`config.mk`:
```
export PLATFORM = sky130hd
export DESIGN_NAME = hx8352_cmd_sequencer
export DESIGN_NICKNAME = d
export VERILOG_FILES = /design/src/rtl/hx8352_cmd_sequencer.sv
export SDC_FILE = /design/constraint.sdc
export NUM_CORES = 1
export LEC_CHECK = 0
export ABC_AREA = 1
export BUFFER_PORTS_ARGS = -buffer_cell sky130_fd_sc_hd__buf_2
export CAP_MARGIN = 15
export CORE_ASPECT_RATIO = 0.75
export CORE_MARGIN = 1
export CORE_UTILIZATION = 30
export DETAILED_ROUTE_END_ITERATION = 8
export HOLD_SLACK_MARGIN = 0.15
export PLACE_DENSITY = 0.44
export SLEW_MARGIN = 25
export SYNTH_ARGS = -nofsm -noshare
export SYNTH_HDL_FRONTEND = slang
export SYNTH_SLANG_ARGS = --single-unit
```
`constraint.sdc`:
```
create_clock -name clk -period 5.15 [get_ports clk]
set_input_delay 0.515 -clock clk [delete_from_list [all_inputs] [get_ports clk]]
set_output_delay 0.515 -clock clk [all_outputs]
set_load 0.05 [all_outputs]
```
`src/rtl/hx8352_cmd_sequencer.sv`:
```
// hx8352_cmd_sequencer
// Walks a fixed HX8352-A initialisation ROM of command, data, delay and end
// entries, one word per bus-controller handshake. It then issues the
// memory-write command followed by H_RES*V_RES pixels of the latched fill
// colour.
// Optional feature: define HX8352_SEQ_TIMEOUT_EN to abort a handshake that
// stalls for 256 cycles and raise a sticky error flag.
module hx8352_cmd_sequencer #(
  parameter int unsigned CLK_HZ = 50000000,
  parameter int unsigned H_RES  = 240,
  parameter int unsigned V_RES  = 400
) (
  input  logic        clk,
  input  logic        rst,
  input  logic        start,
  input  logic [15:0] fill_color,
  input  logic        busy,
  output logic [15:0] data_output,
  output logic        data_command,
  output logic        transfer_step,
  output logic        init_done,
  output logic        done,
  output logic        error
);

  typedef enum logic [2:0] {
    IDLE, FETCH, ISSUE, WAIT_HI, WAIT_LO, DELAY, FILL_CMD, FILL
  } state_t;

  // What the word currently in flight belongs to.
  typedef enum logic [1:0] {M_INIT, M_CMD, M_PIX} mode_t;

  typedef enum logic [1:0] {
    T_CMD = 2'b00, T_DATA = 2'b01, T_DELAY = 2'b10, T_END = 2'b11
  } entry_t;

  localparam logic [31:0] TICK     = 32'(CLK_HZ / 1000);
  localparam logic [16:0] PIX_LAST = 17'(H_RES * V_RES - 1);
  localparam logic [15:0] H_END    = 16'(H_RES - 1);
  localparam logic [15:0] V_END    = 16'(V_RES - 1);

  function automatic logic [17:0] ent_cmd(input logic [15:0] v);
    return {T_CMD, v};
  endfunction

  function automatic logic [17:0] ent_dat(input logic [15:0] v);
    return {T_DATA, v};
  endfunction

  function automatic logic [17:0] ent_dly(input logic [15:0] v);
    return {T_DELAY, v};
  endfunction

  // NOTE: the table is a constant function of the index, so it synthesises
  // to combinational logic and has no storage that would need a reset.
  function automatic logic [17:0] rom_entry(input logic [5:0] idx);
    case (idx)
      6'd0:  return ent_cmd(16'h0083);            // test mode on
      6'd1:  return ent_dat(16'h0002);
      6'd2:  return ent_dly(16'd5);
      6'd3:  return ent_cmd(16'h0085);            // VDC select
      6'd4:  return ent_dat(16'h0003);
      6'd5:  return ent_cmd(16'h008B);
      6'd6:  return ent_dat(16'h0001);
      6'd7:  return ent_cmd(16'h008C);            // standby bias
      6'd8:  return ent_dat(16'h0093);
      6'd9:  return ent_cmd(16'h0091);            // DC/DC sync
      6'd10: return ent_dat(16'h0001);
      6'd11: return ent_cmd(16'h0083);            // test mode off
      6'd12: return ent_dat(16'h0000);
      6'd13: return ent_cmd(16'h001A);            // booster ratio
      6'd14: return ent_dat(16'h0004);
      6'd15: return ent_cmd(16'h001B);            // VREG1 level
      6'd16: return ent_dat(16'h001C);
      6'd17: return ent_cmd(16'h0023);            // VCOM offset
      6'd18: return ent_dat(16'h0094);
      6'd19: return ent_cmd(16'h0024);            // VCOMH
      6'd20: return ent_dat(16'h0069);
      6'd21: return ent_cmd(16'h0025);            // VCOML
      6'd22: return ent_dat(16'h0063);
      6'd23: return ent_cmd(16'h0019);            // oscillator on
      6'd24: return ent_dat(16'h0001);
      6'd25: return ent_dly(16'd10);
      6'd26: return ent_cmd(16'h001F);            // power-up ramp
      6'd27: return ent_dat(16'h0088);
      6'd28: return ent_dly(16'd5);
      6'd29: return ent_cmd(16'h001F);
      6'd30: return ent_dat(16'h0080);
      6'd31: return ent_dly(16'd5);
      6'd32: return ent_cmd(16'h001F);
      6'd33: return ent_dat(16'h0090);
      6'd34: return ent_dly(16'd5);
      6'd35: return ent_cmd(16'h001F);
      6'd36: return ent_dat(16'h00D4);
      6'd37: return ent_dly(16'd5);
      6'd38: return ent_cmd(16'h0028);            // display gate on
      6'd39: return ent_dat(16'h0038);
      6'd40: return ent_dly(16'd40);
      6'd41: return ent_cmd(16'h0028);            // display on
      6'd42: return ent_dat(16'h003C);
      6'd43: return ent_cmd(16'h0002);            // column start
      6'd44: return ent_dat(16'h0000);
      6'd45: return ent_cmd(16'h0003);
      6'd46: return ent_dat(16'h0000);
      6'd47: return ent_cmd(16'h0004);            // column end
      6'd48: return ent_dat({8'h00, H_END[15:8]});
      6'd49: return ent_cmd(16'h0005);
      6'd50: return ent_dat({8'h00, H_END[7:0]});
      6'd51: return ent_cmd(16'h0006);            // row start
      6'd52: return ent_dat(16'h0000);
      6'd53: return ent_cmd(16'h0007);
      6'd54: return ent_dat(16'h0000);
      6'd55: return ent_cmd(16'h0008);            // row end
      6'd56: return ent_dat({8'h00, V_END[15:8]});
      6'd57: return ent_cmd(16'h0009);
      6'd58: return ent_dat({8'h00, V_END[7:0]});
      default: return {T_END, 16'h0000};
    endcase
  endfunction

  state_t      state, state_d;
  mode_t       mode;
  logic [5:0]  rom_idx;
  logic [31:0] dly_cnt;
  logic [16:0] pix_cnt;
  logic [15:0] fill_q;
  logic [17:0] entry;
  logic        accept;
  logic        wait_met;
  logic        dly_done;
  logic        pix_last;
  logic        timeout;

  assign entry         = rom_entry(rom_idx);
  assign accept        = start && !busy;
  assign wait_met      = (state == WAIT_HI && busy) || (state == WAIT_LO && !busy);
  assign dly_done      = (dly_cnt <= 32'd1);
  assign pix_last      = (pix_cnt == PIX_LAST);
  assign transfer_step = (state == ISSUE);

  // State register.
  // NOTE: clocked state is always assigned with <= so every register samples
  // the pre-edge values, independent of statement order.
  always_ff @(posedge clk or negedge rst) begin
    if (!rst) state <= IDLE;
    else      state <= state_d;
  end

  // Next-state decode; a handshake timeout overrides every other transition.
  // NOTE: state_d gets its default before the case so that no path leaves it
  // unassigned and infers a latch.
  always_comb begin
    state_d = state;
    case (state)
      IDLE:     if (accept) state_d = init_done ? FILL_CMD : FETCH;
      FETCH: begin
        case (entry[17:16])
          T_CMD, T_DATA: state_d = ISSUE;
          T_DELAY:       state_d = DELAY;
          T_END:         state_d = FILL_CMD;
          default:       state_d = FILL_CMD;
        endcase
      end
      ISSUE:    state_d = WAIT_HI;
      WAIT_HI:  if (wait_met) state_d = WAIT_LO;
      WAIT_LO: begin
        if (wait_met) begin
          if (mode == M_INIT)                state_d = FETCH;
          else if (mode == M_PIX && pix_last) state_d = IDLE;
          else                               state_d = FILL;
        end
      end
      DELAY:    if (dly_done) state_d = FETCH;
      FILL_CMD: state_d = ISSUE;
      FILL:     state_d = ISSUE;
      default:  state_d = IDLE;
    endcase
    if (timeout) state_d = IDLE;
  end

  // Datapath: ROM index, delay and pixel counters, output word and flags.
  // The output word is loaded only in FETCH/FILL_CMD/FILL, so it is held
  // throughout ISSUE and both wait states.
  always_ff @(posedge clk or negedge rst) begin
    if (!rst) begin
      mode         <= M_INIT;
      rom_idx      <= '0;
      dly_cnt      <= '0;
      pix_cnt      <= '0;
      fill_q       <= '0;
      data_output  <= '0;
      data_command <= 1'b0;
      init_done    <= 1'b0;
      done         <= 1'b0;
    end else begin
      done <= 1'b0;
      case (state)
        IDLE: begin
          if (accept) begin
            fill_q <= fill_color;
            if (!init_done) begin
              rom_idx <= '0;
              mode    <= M_INIT;
            end
          end
        end
        FETCH: begin
          case (entry[17:16])
            T_CMD, T_DATA: begin
              data_output  <= entry[15:0];
              data_command <= entry[16];
            end
            T_DELAY: dly_cnt <= 32'(entry[15:0]) * TICK;
            default: init_done <= 1'b1;
          endcase
        end
        DELAY: begin
          if (dly_done) rom_idx <= rom_idx + 6'd1;
          else          dly_cnt <= dly_cnt - 32'd1;
        end
        FILL_CMD: begin
          data_output  <= 16'h0022;
          data_command <= 1'b0;
          pix_cnt      <= '0;
          mode         <= M_CMD;
        end
        FILL: begin
          data_output  <= fill_q;
          data_command <= 1'b1;
        end
        WAIT_LO: begin
          if (wait_met) begin
            case (mode)
              M_INIT: rom_idx <= rom_idx + 6'd1;
              M_CMD:  mode    <= M_PIX;
              default: begin
                if (pix_last) done    <= 1'b1;
                else          pix_cnt <= pix_cnt + 17'd1;
              end
            endcase
          end
        end
        default: ;
      endcase
    end
  end

`ifdef HX8352_SEQ_TIMEOUT_EN
  logic [7:0] wait_cnt;
  logic       error_q;
  logic       waiting;

  assign waiting = (state == WAIT_HI) || (state == WAIT_LO);
  assign timeout = waiting && !wait_met && (wait_cnt == 8'hFF);
  assign error   = error_q;

  // Counts cycles spent in the current wait state; the error flag is sticky.
  always_ff @(posedge clk or negedge rst) begin
    if (!rst) begin
      wait_cnt <= '0;
      error_q  <= 1'b0;
    end else begin
      wait_cnt <= (waiting && !wait_met) ? wait_cnt + 8'd1 : 8'd0;
      if (timeout) error_q <= 1'b1;
    end
  end
`else
  assign timeout = 1'b0;
  assign error   = 1'b0;
`endif

endmodule

```
==> flow_summary_export.csv, run 1 <==
group,metric,value,unit
outcome,status,"finished clean",
logic_synthesis,yosysWarnings,0,
clock_network,cts_max_level,3,
floorplanning,die_x,196.5,um
logic_synthesis,synth_nets,1340,
critical_path,cp.arrival,5.12,ns
power_and_ir_drop,power.density,507.1,nW/um^2
finish,fillCellCount,3092,
routing,ant_nets,0,
finish,register_area,2380,sq um
critical_path,cp.required,5.42,ns
logic_synthesis,async_reset_ff_share,100.0,%
timing,setup_violations,0,
logic_synthesis,syn_avg_cell_area,6.957,sq um
grt,grt_pass1_vias,7498,
routing,drc_errors,0,
timing,worst_slew_pin_slew,0.8792,ns
routing,drt-initial-drc-count,756,
grt,grt_pass1_wl,41950,um
timing,finalCritPeriodShare,94.15,%
logic_synthesis,seq_area_frac_synth,27.92,%
finish,final_util,34.41,%
critical_path,worstSetupStartpointType,"register",
job,cap_viol_max_count,0,
clock_network,cts_hold_buf,0,
grt,grt_max_degree,61,
clock_network,cts_tree,"done",
timing,holdWs,0.2540,ns
clock_network,cts.reportedPaths.clkPinSlew,0.08,ns
timing,slew_headroom,41.39,%
critical_path,crit_type,"reg -> reg",
floorplanning,rows,53,
critical_path,r2r-start,"rom_idx[3]",
power_and_ir_drop,irDropWorstVdd,0.2832,mV
floorplanning,dieArea,29070,sq um
logic_synthesis,synth_cells,1224,
logic_synthesis,ys.flop_type,"dfrtp_1",
grt,grtUsageTotal,18.53,%
routing,wl_per_cell,15.32,um
power_and_ir_drop,total_power,4883,uW
clock_network,numCtsBuffers,9,
place,gp_congestion,0.8921,
hold_path,hold_class,"in -> async",
clock_network,clockBufferDepth,2,
clock_network,clk_latency,0.37,ns
finish,multi_input_area,5425,sq um
finish,drive_above_1_share,13.20,%
finish,syn_to_final_growth,13.08,%
grt,antenna_found_initial,2,
routing,first_pass_iters,5,
finish,final_area,9629,sq um
clock_network,ctsRootBufferMaster,"clkbuf_16",
place,io_buffers,39,
timing,grt_setup_unrepaired,"no",
routing,routed_wl,25530,um
critical_path,startpoint,"rom_idx[3]",
place,dpl-instance-area,9169,sq um
finish,final_net_count,1391,
place,dpl.hpwl,19390,um
timing,fin_skew,0.009437,ns
logic_synthesis,synth_edf_count,0,
logic_synthesis,ys_types,51,
routing,via_per_inst,4.779,
floorplanning,core,27980,sq um
power_and_ir_drop,leakagePower,0.004937,uW
timing,fmax,0.2062,GHz
timing,layout_min_cycle_time,4.849,ns
critical_path,crit_fanout,8,
critical_path,reg2reg_slack,0.30,ns
logic_synthesis,syn_area,8516,sq um
timing,final_hold_viol_count,0,
floorplanning,die_h,147.9,um
critical_path,endpoint,"dly_cnt[24]",
grt,overflow,0,
critical_path,reg2reg_depth,24,
logic_synthesis,synth-seq-cells,95,
floorplanning,ioPinCount,41,
critical_path,endpoint_kind,"register",
routing,vias,7961,
timing,maxSlewViolCount,0,
clock_network,clkSinkCount,95,
floorplanning,start_util,30.43,%
critical_path,r2r-end,"dly_cnt[24]",
==> cells in the mapped netlist, types with 10 or more instances <==
cell type  instances  area (sq um)
nand3_1           80         400.4
ha_1              83          1039
nor3_1            12         60.06
o21ai_1           26         130.1
dfrtp_1           95          2377
nand4_1           14         87.58
inv_2             10         37.54
xnor2_1           10         87.58
o21ai_0           46         230.2
nor2_1           140         525.5
mux2_2            14         157.7
fa_1              13         260.3
xor2_1            22         192.7
a21oi_1           38         190.2
nand2_1          388          1456
inv_1            131         491.7
buf_2             10         50.05
==> power by group <==
group          switching, uW  internal, uW  total, uW
sequential               203           986       1190
clock                    342           433        775
combinational           1930           984       2920
total                   2480          2400       4880
==> worst min-delay path by stage <==
stage / depth (start not counted) / slack, ns / endpoint / startpoint
after global placement: 2 / 0.45 / data_output[9] / data_output[9]
final: 1 / 0.25 / dly_cnt[17] / rst
after global routing: 1 / 0.33 / dly_cnt[17] / rst
after detailed placement: 2 / 0.46 / data_output[14] / data_output[14]
after floorplan: 0 / 0.22 / data_command / rst
after CTS: 1 / 0.32 / dly_cnt[17] / rst
==> layout by cell type (no fill, tap or decap), drive strengths merged, types with 6 or more instances in the layout <==
master  instances
nand2         400
nor2          148
inv           144
dfrtp          95
ha             83
nand3          82
o21ai          75
buf            74
a21oi          39
xor2           22
nand4          14
mux2           14
fa             13
nor3           12
clkbuf         11
xnor2          10
o211ai          6
==> registers in the layout, indices dropped and copies added (netlist names) <==
name          flops
data_command      1
data_output      16
dly_cnt          32
done              1
fill_q           16
init_done         1
mode              2
pix_cnt          17
rom_idx           6
state             3
==> routing by layer <==
layer	routed length (um)	track usage (%)	vias to the layer above
met5	13	0	-
met4	249	3.828	2
met3	1778	4.654	20
met2	9322	23.56	202
met1	14170	30.04	3721
li1	-	-	4016
==> worst max-delay path, stage by stage, from the launching register on <==
cell      delay, ns
dfrtp_1        0.64
buf_4          0.24
nand2_2        0.12
inv_2          0.16
nand2_1        0.08
nand3b_1       0.10
o22ai_1        0.08
buf_4          0.16
ha_1           0.30
ha_2           0.28
ha_1           0.35
fa_1           0.47
ha_1           0.31
ha_1           0.37
nand2_1        0.07
inv_1          0.12
nand2_1        0.13
nor3_2         0.19
nand2_1        0.15
nand2_1        0.09
nand2_1        0.05
nand3_1        0.10
nand2_1        0.07
nand2_1        0.06
nand2_1        0.05
==> what timing repair did <==
item / 4_1_cts / 5_1_grt
gates resized for setup: 1 / 26
setup endpoints to repair: 1 / 14
pin swaps: 0 / 2
buffers inserted: 0 / 8
==> cell type report <==
cell class	count	share of cell area, %
Multi-Input combinational cell	952	56.34
Antenna cell	1	0.02599
Clock inverter	5	0.9226
Sequential cell	95	24.71
Tap cell	385	5.003
Clock buffer	11	2.417
Inverter	143	5.665
Timing Repair Buffer	74	4.912
==> metrics by stage <==
| step | std cells | setup WS (ns) | TNS [ns] |
|---|---|---|---|
| 6_report | 1666 | 0.3013 | 0 |
| 3_5_place_dp | 1641 | -0.02122 | -0.02122 |
| 5_1_grt | 1665 | 0.0002651 | 0 |
| 2_1_floorplan | 1224 | 0.5141 | 0 |
| 4_1_cts | 1657 | 0.006060 | 0 |
| 3_3_place_gp | 1641 | -0.05695 | -0.05695 |
==> kinds of logic (layout without fill, tap and decap cells) <==
| logic type | Yosys count | count (layout) | synth area share [%] |
|---|---|---|---|
| fa+ha+maj | 96 | 96 | 15.25 |
| buf+inv | 177 | 233 | 9.183 |
| flops | 95 | 95 | 27.92 |
| mux | 14 | 14 | 1.851 |
| simple gates | 670 | 670 | 33.22 |
| xor+xnor | 32 | 32 | 3.291 |
| other cells | 1 | 2 | 0.04404 |
| compound gates | 139 | 139 | 9.242 |
Note: power is estimated with default switching activity, not from simulation.
==> run 2: changes to the inputs <==
--- a/config.mk
+++ b/config.mk
@@ -9,7 +9,7 @@
 export BUFFER_PORTS_ARGS = -buffer_cell sky130_fd_sc_hd__buf_2
 export CAP_MARGIN = 15
 export CORE_ASPECT_RATIO = 0.75
-export CORE_MARGIN = 1
+export CORE_MARGIN = 5
 export CORE_UTILIZATION = 30
 export DETAILED_ROUTE_END_ITERATION = 8
 export HOLD_SLACK_MARGIN = 0.15
==> run 2 against run 1 <==
Register-to-register slack got worse by 0.08 ns. Die area rose by 9.7%. Critical path depth did not move. Non-clock buffer count fell by 3. Power fell by 0.28%. Clock power fell by 4.1%. Fmax fell by 1.6%. Count of clock-buffer cells in the layout did not move. Final area fell by 0.48%. Critical path type unchanged. Critical endpoint is now dly_cnt[20].
==> flow_summary_export.csv, run 2 (synthesis results as in run 1) <==
group,metric,value,unit
power_and_ir_drop,seqPwrFrac,24.6,%
critical_path,crit_type,"reg -> reg",
power_and_ir_drop,power.density,508.1,nW/um^2
routing,drc_errors,0,
floorplanning,rows,53,
routing,drt-initial-drc-count,645,
finish,largest_reg_flops,32,
floorplanning,dieArea,31890,sq um
grt,grt_pass1_wl,41550,um
timing,setup_violations,0,
hold_path,hold_class,"in -> async",
routing,wl_per_cell,15.16,um
floorplanning,start_util,30.43,%
timing,layout_min_cycle_time,4.926,ns
finish,layout_commonest_cell,"nand2_1",
critical_path,crit_fanout,7,
power_and_ir_drop,clkPwrFrac,15.3,%
power_and_ir_drop,internal-power,2401,uW
clock_network,cts_tree,"done",
grt,overflow,0,
grt,antenna_found_initial,2,
clock_network,ctsRootBufferMaster,"clkbuf_16",
timing,tns,0,ns
grt,grt_pass1_vias,7629,
finish,regMostFlops,"dly_cnt",
routing,vias,7855,
finish,drive_above_1_share,13.00,%
place,dpl.hpwl,19230,um
finish,fillCellCount,3126,
clock_network,clk_latency,0.36,ns
place,io_buffers,39,
critical_path,cp.arrival,5.21,ns
finish,final_cell_mix,"nand2_1, nor2_1, inv_1",
timing,fin_skew,0.006272,ns
finish,final_net_count,1388,
place,dpl-instance-area,9149,sq um
timing,finalCritPeriodShare,95.65,%
routing,first_pass_iters,5,
clock_network,clkSinkCount,95,
power_and_ir_drop,switching_power,2469,uW
floorplanning,die_h,155.9,um
timing,final_hold_viol_count,0,
floorplanning,core,27980,sq um
routing,routed_wl,25190,um
clock_network,cts_max_level,3,
clock_network,cts_hold_buf,0,
clock_network,numCtsBuffers,9,
finish,syn_to_final_growth,12.53,%
power_and_ir_drop,combPwrFrac,60.2,%
finish,num_antenna_cells,0,
power_and_ir_drop,swShare,50.70,%
place,gp_congestion,0.9083,
timing,maxSlewViolCount,0,
grt,grt_max_degree,64,
job,cap_viol_max_count,0,
critical_path,cp.required,5.44,ns
floorplanning,die_x,204.5,um
finish,final_area,9583,sq um
grt,grtUsageTotal,16.26,%
critical_path,endpoint_kind,"register",
clock_network,cts.reportedPaths.clkPinSlew,0.07,ns
timing,fmax,0.2030,GHz
routing,via_per_inst,4.726,
floorplanning,ioPinCount,41,
power_and_ir_drop,irDropWorstVdd,0.2483,mV
finish,top_regs,"dly_cnt: 32 flops, pix_cnt: 17 flops",
critical_path,worstSetupStartpointType,"register",
timing,slew_headroom,42.29,%
routing,ant_nets,0,
outcome,status,"finished clean",
clock_network,clockBufferDepth,2,
timing,worst_slew_pin_slew,0.8656,ns
power_and_ir_drop,leakagePower,0.004917,uW
-- run 2: cell count changes in the layout (fill, tap and decap cells not counted), sizes merged --
| cell | previous run | this run |
|---|---|---|
| bufinv | 2 | 1 |
| buf | 74 | 71 |
| inv | 144 | 145 |
| diode | 1 | 0 |
-- run 2: path summary, 6_finish.rpt --
| check | slack [ns] | to | startpoint | depth (start not counted) |
|---|---|---|---|---|
| worst max register to register | 0.22 | dly_cnt[20] | rom_idx[1] | 24 |
| worst min register to register | 0.47 | data_output[12] | fill_q[12] | 2 |
| min in group clk | 0.38 | fill_q[11] | fill_color[11] | 2 |
| worst max-delay path | 0.22 | dly_cnt[20] | rom_idx[1] | 24 |
| max in group asynchronous | 3.86 | dly_cnt[31] | rst | 2 |
| worst min-delay path | 0.27 | pix_cnt[4] | rst | 1 |
-- run 2: worst max-delay path, stage by stage (launching register included) --
cell	delay (ns)
dfrtp_2	0.44
inv_2	0.10
ha_4	0.32
nor2_4	0.05
nor2_2	0.16
nor2_1	0.05
a21oi_1	0.19
o221ai_1	0.17
a21oi_2	0.22
nor2_1	0.06
ha_1	0.29
fa_1	0.53
ha_1	0.33
fa_1	0.48
ha_1	0.34
or2_2	0.31
nand3_1	0.13
nand2_2	0.09
nand2_1	0.09
nand2_1	0.05
nand2_1	0.05
nand3_1	0.16
nand2_1	0.12
nand2_1	0.05
o21ai_1	0.07
-- run 2: timing repair --
| action | 4_1_cts | 5_1_grt |
|---|---|---|
| pin swaps | 0 | 2 |
| endpoints found under the setup margin | 6 | 13 |
| setup buffers | 0 | 6 |
| gates resized for setup | 4 | 18 |
-- run 2: routing by layer --
layer  up-vias  GRT usage, %  part of all wire, %  wire (um)
met3        18         4.156                  6.2       1554
met4         4         3.380                  1.2        298
met2       148         22.16                   38       9504
met1      3676         25.57                   55      13810
met5         -             0                 0.11         27
li1       4009             -                    -          -
-- run 2: power groups by stage --
stage,registers (uW),clock network (uW),logic (uW)
finish,1200,743,2930
global route,1230,795,3340
CTS,1200,775,2910
detailed placement,1200,0,2870
global placement,1210,0,2900
floorplan,1350,0,1990
-- run 2: layout make-up --
| type | count | area (sq um) | area share [%] |
|---|---|---|---|
| Multi-Input combinational cell | 952 | 5428 | 56.64 |
| Sequential cell | 95 | 2380 | 24.83 |
| Inverter | 143 | 540.5 | 5.640 |
| Tap cell | 385 | 481.7 | 5.027 |
| Timing Repair Buffer | 71 | 437.9 | 4.570 |
| Clock buffer | 11 | 242.7 | 2.533 |
| Clock inverter | 5 | 72.57 | 0.7573 |
-- run 2: per-stage QoR --
| step | utilization [%] | instances | setup WS (ns) | hold slack (ns) | power (uW) |
|---|---|---|---|---|---|
| 5_1_grt | 34.24 | 1662 | -0.02608 | 0.3403 | 5367 |
| 3_3_place_gp | 32.69 | 1640 | -0.1794 | 0.4555 | 4107 |
| 4_1_cts | 33.89 | 1656 | 0.02326 | 0.2890 | 4881 |
| 3_5_place_dp | 32.69 | 1640 | -0.1227 | 0.4581 | 4076 |
| 2_1_floorplan | - | 1224 | 0.5141 | 0.2194 | 3340 |
| 6_report | 34.24 | 1662 | 0.2239 | 0.2673 | 4869 |
